[src/rtl/leglite_mmio_pkg.sv]
// Shared constants and types for the LEGLite data-side memory subsystem.
// Holds the I/O page address map, the CON_STAT bit layout and the decoded
// target enum used by leglite_dmem_io.
package leglite_mmio_pkg;

   localparam logic [15:0] ADDR_LED      = 16'hFF00;
   localparam logic [15:0] ADDR_SW       = 16'hFF02;
   localparam logic [15:0] ADDR_CON_DATA = 16'hFF04;
   localparam logic [15:0] ADDR_CON_STAT = 16'hFF06;
   localparam logic [15:0] ADDR_TIMER    = 16'hFF08;

   // CON_STAT bit positions; count occupies [CSTAT_CNT_LSB +: 4].
   localparam int unsigned CSTAT_FULL    = 0;
   localparam int unsigned CSTAT_EMPTY   = 1;
   localparam int unsigned CSTAT_OVF     = 2;
   localparam int unsigned CSTAT_CNT_LSB = 4;

   typedef enum logic [2:0] {
      SEL_RAM,
      SEL_LED,
      SEL_SW,
      SEL_CDATA,
      SEL_CSTAT,
      SEL_TIMER,
      SEL_NONE
   } sel_e;

   // Bit 15 clear selects RAM; the I/O page only decodes exact even addresses.
   function automatic sel_e decode_addr(input logic [15:0] addr);
      sel_e sel;
      sel = SEL_NONE;
      if (!addr[15]) begin
         sel = SEL_RAM;
      end else begin
         case (addr)
            ADDR_LED:      sel = SEL_LED;
            ADDR_SW:       sel = SEL_SW;
            ADDR_CON_DATA: sel = SEL_CDATA;
            ADDR_CON_STAT: sel = SEL_CSTAT;
            ADDR_TIMER:    sel = SEL_TIMER;
            default:       sel = SEL_NONE;
         endcase
      end
      return sel;
   endfunction

endpackage

[src/rtl/leglite_console_fifo.sv]
// Console output FIFO: registered, no fall-through, valid/ready sink side.
// Ports:
//   clock, reset          rising-edge clock, synchronous active-low reset
//   push, wdata           push request and byte
//   full, empty, count    occupancy status
//   overflow_event        one-cycle pulse when a push is dropped
//   con_data, con_valid   head byte and non-empty flag to the console sink
//   con_ready             sink accepts con_data this cycle
module leglite_console_fifo #(
   parameter int unsigned FIFO_DEPTH = 8
) (
   input  logic                                 clock,
   input  logic                                 reset,
   input  logic                                 push,
   input  logic [7:0]                           wdata,
   output logic                                 full,
   output logic                                 empty,
   output logic [$clog2(FIFO_DEPTH+1)-1:0]      count,
   output logic                                 overflow_event,
   output logic [7:0]                           con_data,
   output logic                                 con_valid,
   input  logic                                 con_ready
);

   localparam int unsigned PW = $clog2(FIFO_DEPTH);
   localparam int unsigned CW = $clog2(FIFO_DEPTH + 1);

   logic [7:0]    mem_q [FIFO_DEPTH];
   logic [PW-1:0] wr_ptr_q, rd_ptr_q;
   logic [CW-1:0] count_q;
   logic          pop, accept;

   assign full      = (count_q == CW'(FIFO_DEPTH));
   assign empty     = (count_q == '0);
   assign count     = count_q;
   assign con_valid = !empty;
   assign con_data  = empty ? 8'h00 : mem_q[rd_ptr_q];

   assign pop            = con_valid && con_ready;
   // A full FIFO still takes a push when the head leaves in the same cycle.
   assign accept         = push && (!full || pop);
   assign overflow_event = push && !accept;

   always_ff @(posedge clock) begin
      if (!reset) begin
         wr_ptr_q <= '0;
         rd_ptr_q <= '0;
         count_q  <= '0;
      end else begin
         if (accept) wr_ptr_q <= wr_ptr_q + PW'(1);
         if (pop)    rd_ptr_q <= rd_ptr_q + PW'(1);
         if (accept && !pop)      count_q <= count_q + CW'(1);
         else if (!accept && pop) count_q <= count_q - CW'(1);
      end
   end

   // Storage is not reset; the pointers define what is live.
   always_ff @(posedge clock) begin
      if (accept) mem_q[wr_ptr_q] <= wdata;
   end

endmodule

[src/rtl/leglite_dmem_io.sv]
// LEGLite data-side memory subsystem: word RAM plus a memory-mapped I/O page
// (LED register, synchronized switches, cycle timer, console FIFO).
// Optional feature: define LEGLITE_TIMER_EN to build the timer at 0xFF08;
// otherwise that address reads 0 and ignores writes.
// Ports:
//   clock, reset              rising-edge clock, synchronous active-low reset
//   daddr, dwrite, dread      byte address and strobes from the core
//   dwdata, ddata             write data in, combinational read data out
//   sw, led                   asynchronous switch inputs, LED register
//   con_data, con_valid,
//   con_ready                 console FIFO head with valid/ready handshake
module leglite_dmem_io
   import leglite_mmio_pkg::*;
#(
   parameter int unsigned RAM_AW     = 8,
   parameter int unsigned FIFO_DEPTH = 8,
   parameter int unsigned SW_W       = 8
) (
   input  logic            clock,
   input  logic            reset,
   input  logic [15:0]     daddr,
   input  logic            dwrite,
   input  logic            dread,
   input  logic [15:0]     dwdata,
   output logic [15:0]     ddata,
   input  logic [SW_W-1:0] sw,
   output logic [7:0]      led,
   output logic [7:0]      con_data,
   output logic            con_valid,
   input  logic            con_ready
);

   localparam int unsigned CW = $clog2(FIFO_DEPTH + 1);

   sel_e              sel;
   logic [RAM_AW-1:0] ram_idx;
   logic [15:0]       ram_q [2**RAM_AW];
   logic [7:0]        led_q;
   logic [SW_W-1:0]   sw_s1_q, sw_s2_q;
   logic              ovf_q;
   logic [15:0]       timer_val;
   logic [15:0]       cstat;
   logic [15:0]       rdata;
   logic              fifo_full, fifo_empty, ovf_event;
   logic [CW-1:0]     fifo_count;

   assign sel     = decode_addr(daddr);
   assign ram_idx = daddr[RAM_AW:1];
   assign led     = led_q;

   // RAM: asynchronous read, so a same-cycle write is seen only next cycle.
   always_ff @(posedge clock) begin
      if (dwrite && sel == SEL_RAM) ram_q[ram_idx] <= dwdata;
   end

   always_ff @(posedge clock) begin
      if (!reset) begin
         led_q   <= '0;
         sw_s1_q <= '0;
         sw_s2_q <= '0;
         ovf_q   <= 1'b0;
      end else begin
         if (dwrite && sel == SEL_LED) led_q <= dwdata[7:0];
         sw_s1_q <= sw;
         sw_s2_q <= sw_s1_q;
         // Push (0xFF04) and status read (0xFF06) never coincide.
         if (ovf_event)                        ovf_q <= 1'b1;
         else if (dread && sel == SEL_CSTAT)   ovf_q <= 1'b0;
      end
   end

`ifdef LEGLITE_TIMER_EN
   logic [15:0] timer_q;

   always_ff @(posedge clock) begin
      if (!reset)                          timer_q <= '0;
      else if (dwrite && sel == SEL_TIMER) timer_q <= '0;
      else                                 timer_q <= timer_q + 16'd1;
   end

   assign timer_val = timer_q;
`else
   assign timer_val = '0;
`endif

   leglite_console_fifo #(
      .FIFO_DEPTH(FIFO_DEPTH)
   ) u_con_fifo (
      .clock          (clock),
      .reset          (reset),
      .push           (dwrite && sel == SEL_CDATA),
      .wdata          (dwdata[7:0]),
      .full           (fifo_full),
      .empty          (fifo_empty),
      .count          (fifo_count),
      .overflow_event (ovf_event),
      .con_data       (con_data),
      .con_valid      (con_valid),
      .con_ready      (con_ready)
   );

   always_comb begin
      cstat                         = '0;
      cstat[CSTAT_FULL]             = fifo_full;
      cstat[CSTAT_EMPTY]            = fifo_empty;
      cstat[CSTAT_OVF]              = ovf_q;
      cstat[CSTAT_CNT_LSB +: 4]     = 4'(fifo_count);
   end

   always_comb begin
      rdata = '0;
      unique case (sel)
         SEL_RAM:   rdata = ram_q[ram_idx];
         SEL_LED:   rdata = {8'h00, led_q};
         SEL_SW:    rdata = 16'(sw_s2_q);
         SEL_CDATA: rdata = '0;
         SEL_CSTAT: rdata = cstat;
         SEL_TIMER: rdata = timer_val;
         SEL_NONE:  rdata = '0;
         default:   rdata = '0;
      endcase
   end

   assign ddata = dread ? rdata : 16'h0000;

endmodule

[config.mk]
export PLATFORM = sky130hd
export DESIGN_NAME = leglite_dmem_io
export DESIGN_NICKNAME = d
export VERILOG_FILES = /design/src/rtl/leglite_mmio_pkg.sv /design/src/rtl/leglite_console_fifo.sv /design/src/rtl/leglite_dmem_io.sv
export SDC_FILE = /design/constraint.sdc
export NUM_CORES = 2
export LEC_CHECK = 0
export CORE_UTILIZATION = 30
export CTS_CLUSTER_DIAMETER = 80
export DETAILED_ROUTE_END_ITERATION = 16
export GPL_TIMING_DRIVEN = 0
export PLACE_DENSITY = 0.5
export SLEW_MARGIN = 5
export SYNTH_ARGS = -nofsm -noshare
export SYNTH_HDL_FRONTEND = slang
export SYNTH_MEMORY_MAX_BITS = 65536
export SYNTH_SLANG_ARGS = --single-unit
[constraint.sdc]
create_clock -name clock -period 10.1 [get_ports clock]
set_clock_uncertainty 0.1 [all_clocks]
set_input_delay 1.515 -clock clock [delete_from_list [all_inputs] [get_ports clock]]
set_output_delay 1.515 -clock clock [all_outputs]
set_load 0.1 [all_outputs]
Word level (Yosys, flattened, before mapping)
Memory sizes are Yosys's and may differ from the RTL's. A register that Yosys moved wholly into a read port is not among the register bits. Index checks and enable logic that the tools add are counted.

RAM bits: 4160. Memories kept: 2. Logic and storage cells: 56. Flip-flop bits (word level): 35.

Memory list: ram_q (depth 256, bits a word 16, read ports 1, clocked after Yosys merged registers in 0, write ports 1, RTL line leglite_dmem_io.sv:37) `logic [15:0] ram_q [2**RAM_AW];`; u_con_fifo.mem_q (depth 8, bits a word 8, read ports 1, clocked after Yosys merged registers in 1, write ports 1, RTL line leglite_console_fifo.sv:28) `logic [7:0] mem_q [FIFO_DEPTH];`.

Muxes and demuxes: 15. Equal/unequal tests: 10. Add/sub/neg operators: 4. Reductions and logical operators: 18.

Operators by type and width (number): $eq 16x16->1 const B (5); $pmux 16 s4 (1); $mux 16 (1); $pmux 3 s5 (1); $logic_and 1x1->1 (9); $mux 3 (3); $mux 4 (2); $mux 8 (1); $add 3x1->3 const B (2); $eq 3x2->1 const B (2); $mux 1 (6); $add 4x1->4 const B (1); $eq 4x4->1 const B (1); $logic_not 1->1 (4); $logic_not 4->1 (1); $reduce_bool 2->1 (2); $sub 4x1->4 const B (1); $eq 3x1->1 const B (1); $eq 3x3->1 const B (1); $logic_not 3->1 (1); $logic_or 1x1->1 (1).

Depth between registers and ports, before layout
Depth after elaboration: 10. Gate-level depth with buffers: 15.

Cells and area by module
Synthesis repeated with hierarchy kept, for this count alone.

Cells, all modules: 7157. Area, all modules: 161496.1 um2.

Modules (own cells, without submodules): leglite_dmem_io (area each 158383.2 um2, cells each 6979, seq. area each 123498.4 um2, times used 1); leglite_console_fifo (area each 3113.0 um2, cells each 178, seq. area each 2182.1 um2, times used 1).

Worst setup path after synthesis
No wires, ideal clock.

Kind: input -> output. From: input port daddr[7]. To: output port ddata[3]. Data required time: 8485 ps. Slack: 2901 ps. Buffers on the path: 3. Stages: 10. Arrival time: 5584 ps. Cells stage by stage: clkbuf_1 -> or4b_1 -> buf_2 -> nor4b_1 -> and2_1 -> buf_2 -> a22o_1 -> a221o_1 -> a211oi_1 -> a211oi_1.

Longest elaborated chain between the ends: 6. Elaborated cells between the ends (all ways): 14. Classes of those cells: 8 x eq/ne; 4 x mux; 1 x reduce/logical; 1 x memory.

RTL lines: start, declared (RTL line leglite_dmem_io.sv:21) `input logic [15:0] daddr,`; branches (longest 4 deep; another with $mem_v2 256x16); $pmux 16 s4 * (RTL line leglite_dmem_io.sv:112) `unique case (sel)`; $mux 16 * (RTL line leglite_dmem_io.sv:124) `assign ddata = dread ? rdata : 16'h0000;`; end, declared (RTL line leglite_dmem_io.sv:25) `output logic [15:0] ddata,`.

Mark *: on every way between the ends.

Worst setup path in the final report
From: input port daddr[4]. To: output port ddata[6].

Same word-level chain as after synthesis.

==> results.json <==
{
  "port_buffers": 72,
  "layout-drive-gt1-share": 0.327,
  "holdBufCountCts": 0,
  "ys_seq_area_frac": 0.781,
  "cts_tree": "yes",
  "dp_cells": 14400,
  "crit_end": "ddata[6]",
  "dieArea_um2": 539000,
  "viasPerCell": 6.07,
  "gp_congestion": 1.05,
  "remaining_drc_errors": 0,
  "violations": "capacitance limit, slew limit, setup timing",
  "path_buf_inv": 5,
  "syn2layout_area_growth_pct": 18.7,
  "cp-end-kind": "output port",
  "crit_type": "input port to output port",
  "rr_startpoint": "u_con_fifo.count[3]",
  "switchingPower_uw": 9700,
  "finalHoldViolations": 0,
  "crit_path_cell_trace": "clkdlybuf4s50_1 > buf_2 > and2_1 > clkbuf_1 > clkbuf_2 > a22oi_1 > o211ai_1 > o211ai_1 > nor4_1 > or4_1 > a21oi_1 > clkdlybuf4s50_1",
  "setup_tns_ns": -4.31,
  "p_leak_uw": 0.0582,
  "fin_area_um2": 191000,
  "vias": 92500,
  "cp_slowest_stage_delay_ns": 1.25,
  "critical_path.max_fanout": 10,
  "ir_drop_uv": 341,
  "period_needed_ns": 10.57,
  "post_cts_buffers": 0,
  "power_density_nw_per_um2": 201,
  "final_cells": 15200,
  "track_usage": 0.291,
  "synth_warnings": 0,
  "grt_max_degree": 145,
  "drt-wirelength-per-cell_um": 52.8,
  "path_clk_slew_ns": 0.06,
  "netlist.top_cell.by_area": "edfxtp_1",
  "place_area_um2": 177000,
  "worst_slew_pin_slew_ns": 1.69,
  "io_pins": 78,
  "p_clk_frac": 0.412,
  "clock_latency_ns": 1.05,
  "rows": 268,
  "antenna_found_initial": 170,
  "grt_pass1_vias": 83300,
  "internal_power_uw": 28600,
  "reg2reg_setup_slack_ns": 7.22,
  "fill_cells": 48600,
  "maxCapViolCount": 12,
  "final_util": 0.358,
  "reg2reg_depth": 12,
  "ys_seq_elements": 4198,
  "cp-start-kind": "input port",
  "die_x_um": 734,
  "grt_first_pass_wirelength_mm": 988,
  "worstPathArrival_ns": 8.96,
  "required_ns": 8.49,
  "ant_nets": 0,
  "rsz0062_at_grt": "false",
  "total_power_uw": 38300,
  "die_h_um": 734,
  "synth_ff_type": "edfxtp_1",
  "drt-pass1-iter-count": 8,
  "maxSlewHeadroom": -0.124,
  "slew_violations": 43,
  "ys_async_sr_fraction": 0,
  "avgSynthCellArea_um2": 23.3,
  "synthCells": 6903,
  "synth_top_area_share": 0.776,
  "power_frac_seq": 0.501,
  "start_util": 0.302,
  "root_buffer": "clkbuf_16",
  "startpoint": "daddr[4]",
  "htreeDepth": 5,
  "combinationalPowerShare": 0.087,
  "synthesis.nets": 6954,
  "synth.distinct_cells": 74,
  "swShare": 0.253,
  "cp_slowest_cell": "nor4_1",
  "coreArea_um2": 533000,
  "reg2reg_to": "u_con_fifo.count[3]",
  "nets": 7684,
  "wl_mm": 806,
  "yosys-top-cells-area": "edfxtp_1 (78%), mux4_2 (16%), mux2i_1 (1.1%)",
  "clock.fmax_ghz": 0.0946,
  "grt-ovfl-total": 0,
  "dpl.hpwl_mm": 528,
  "drt_iter0_drc": 19800,
  "cts_buffer_depth": 4,
  "fin_ws_ns": -0.473,
  "finalCritPeriodShare": 1.05,
  "syn_area_um2": 161000,
  "numCtsBuffers": 432,
  "cp_top_family": "buffers and inverters",
  "synth_edf_count": 4160,
  "cts.sinks": 4198,
  "hold_class": "register to register",
  "status": "finished, violations left",
  "setup_violations": 14,
  "cp.depth": 12
}
## routing by layer
layer | part of all wire | track usage | routed length (um) | vias to the layer above
met5 | 0.0011 | 0.00388 | 919 | -
li1 | - | - | - | 31300
met4 | 0.081 | 0.199 | 64900 | 68
met2 | 0.42 | 0.407 | 335000 | 8676
met3 | 0.15 | 0.118 | 118000 | 1737
met1 | 0.36 | 0.369 | 286000 | 50700
## flip-flops by register name (all words and copies together), names as in the netlist, named ones only
signal,cells
u_con_fifo.wr_ptr_q,3
u_con_fifo.mem_q,64
u_con_fifo.rd_ptr_q,3
ram_q,4096
ovf_q,1
sw_s2_q,8
led,8
u_con_fifo.count,4
sw_s1_q,8
## cell usage after synthesis, types with 7 or more instances
library cell and number:
edfxtp_1 4160, mux4_2 1142, nor2_1 305, mux2i_1 173
buf_2 138, clkbuf_1 132, nand2_1 93, buf_4 85
a22oi_1 80, o22ai_1 67, a21oi_1 63, dfxtp_1 38
and2_1 30, buf_6 28, nor2b_1 28, nand3_1 25
a22o_1 24, o21ai_0 24, a211oi_1 22, buf_1 21
nor3_1 19, nor4_1 17, a221oi_1 16, a31oi_1 14
a2111oi_0 13, mux2_2 12, and3_1 10, nand2b_1 9
or3_1 9, a222oi_1 7, o221ai_1 7
## kinds of logic after synthesis
kind of cell             count (synthesis)  synth area share
multiplexers                          1327             0.171
buffers and inverters                  412            0.0140
AO/OA/AOI/OAI                          379            0.0166
AND/OR/NAND/NOR                        574            0.0162
adder cells (fa/ha/maj)                  6          0.000513
XOR/XNOR                                 7          0.000381
flip-flops                            4198             0.781
## per-stage QoR
| stage | worst slack (ns) | hold WS [ns] |
|---|---|---|
| after floorplan | 2.90 | 0.306 |
| after global placement | -4.42 | 0.324 |
| after detailed placement | -1.36 | 0.314 |
| after CTS | 0.00587 | 0.348 |
| after global routing | 0.0137 | 0.361 |
| final | -0.473 | 0.351 |
## cell usage in the layout (no fill, tap or decap), types with 69 or more instances in the layout
cell type  netlist  routed
mux2i_1        173     173
clkinv_1         2     113
buf_16           0      84
nor2_4           0     190
buf_2          138     129
clkbuf_1       132     163
nand2_1         93      92
buf_12           0      70
clkbuf_16        0     438
clkbuf_2         0      69
clkinv_2         0      78
buf_4           85     113
a22oi_1         80      80
edfxtp_1      4160    4160
buf_8            0      77
diode_2          0      93
mux4_2        1142    1142
## worst min-delay path by stage
stage / from / to / slack, ns / cells after the start
after detailed placement: sw_s1_q[0] / sw_s2_q[0] / 0.31 / 1
after floorplan: sw_s1_q[0] / sw_s2_q[0] / 0.31 / 1
after global routing: sw_s1_q[2] / sw_s2_q[2] / 0.36 / 1
after global placement: sw_s1_q[0] / sw_s2_q[0] / 0.32 / 1
final: sw_s1_q[2] / sw_s2_q[2] / 0.35 / 1
after CTS: sw_s1_q[0] / sw_s2_q[0] / 0.35 / 1
## worst reg2reg max path: cells and delay by family (launching register included)
kind,cells,cell delay [ns]
AOI/OAI and AO/OA,3,0.51
xor gates and xnor gates,1,0.09
buffers and inverters,3,0.42
DFF,1,0.38
adders and majority gates,2,0.48
and+or+nand+nor,3,0.83
## area by class of cell
| cell class | instances | area [um^2] | area share |
|---|---|---|---|
| inverter | 8 | 31.3 | 0.000164 |
| buffer | 403 | 2430 | 0.0127 |
| tap | 7155 | 8950 | 0.0468 |
| clock inverter | 250 | 2120 | 0.0111 |
| sequential | 4198 | 126000 | 0.658 |
| clock buffer | 547 | 11400 | 0.0597 |
| multi-input combinational | 2293 | 34700 | 0.182 |
| antenna | 93 | 233 | 0.00122 |
| timing repair buffer | 297 | 5500 | 0.0288 |
## power groups by stage
stage / clock (uW) / combinational [uW] / sequential (uW)
after floorplan: 0 / 1210 / 19600
after global placement: 0 / 3030 / 19800
after detailed placement: 0 / 3190 / 19600
after CTS: 15800 / 3190 / 19200
after global routing: 16400 / 3240 / 19200
final: 15800 / 3330 / 19200
## timing repair
action                                  4_1_cts  5_1_grt
hold endpoints to repair                      0        0
gates resized for setup                      40       13
endpoints found under the setup margin       16        7
(Power assumes the default switching activity.)
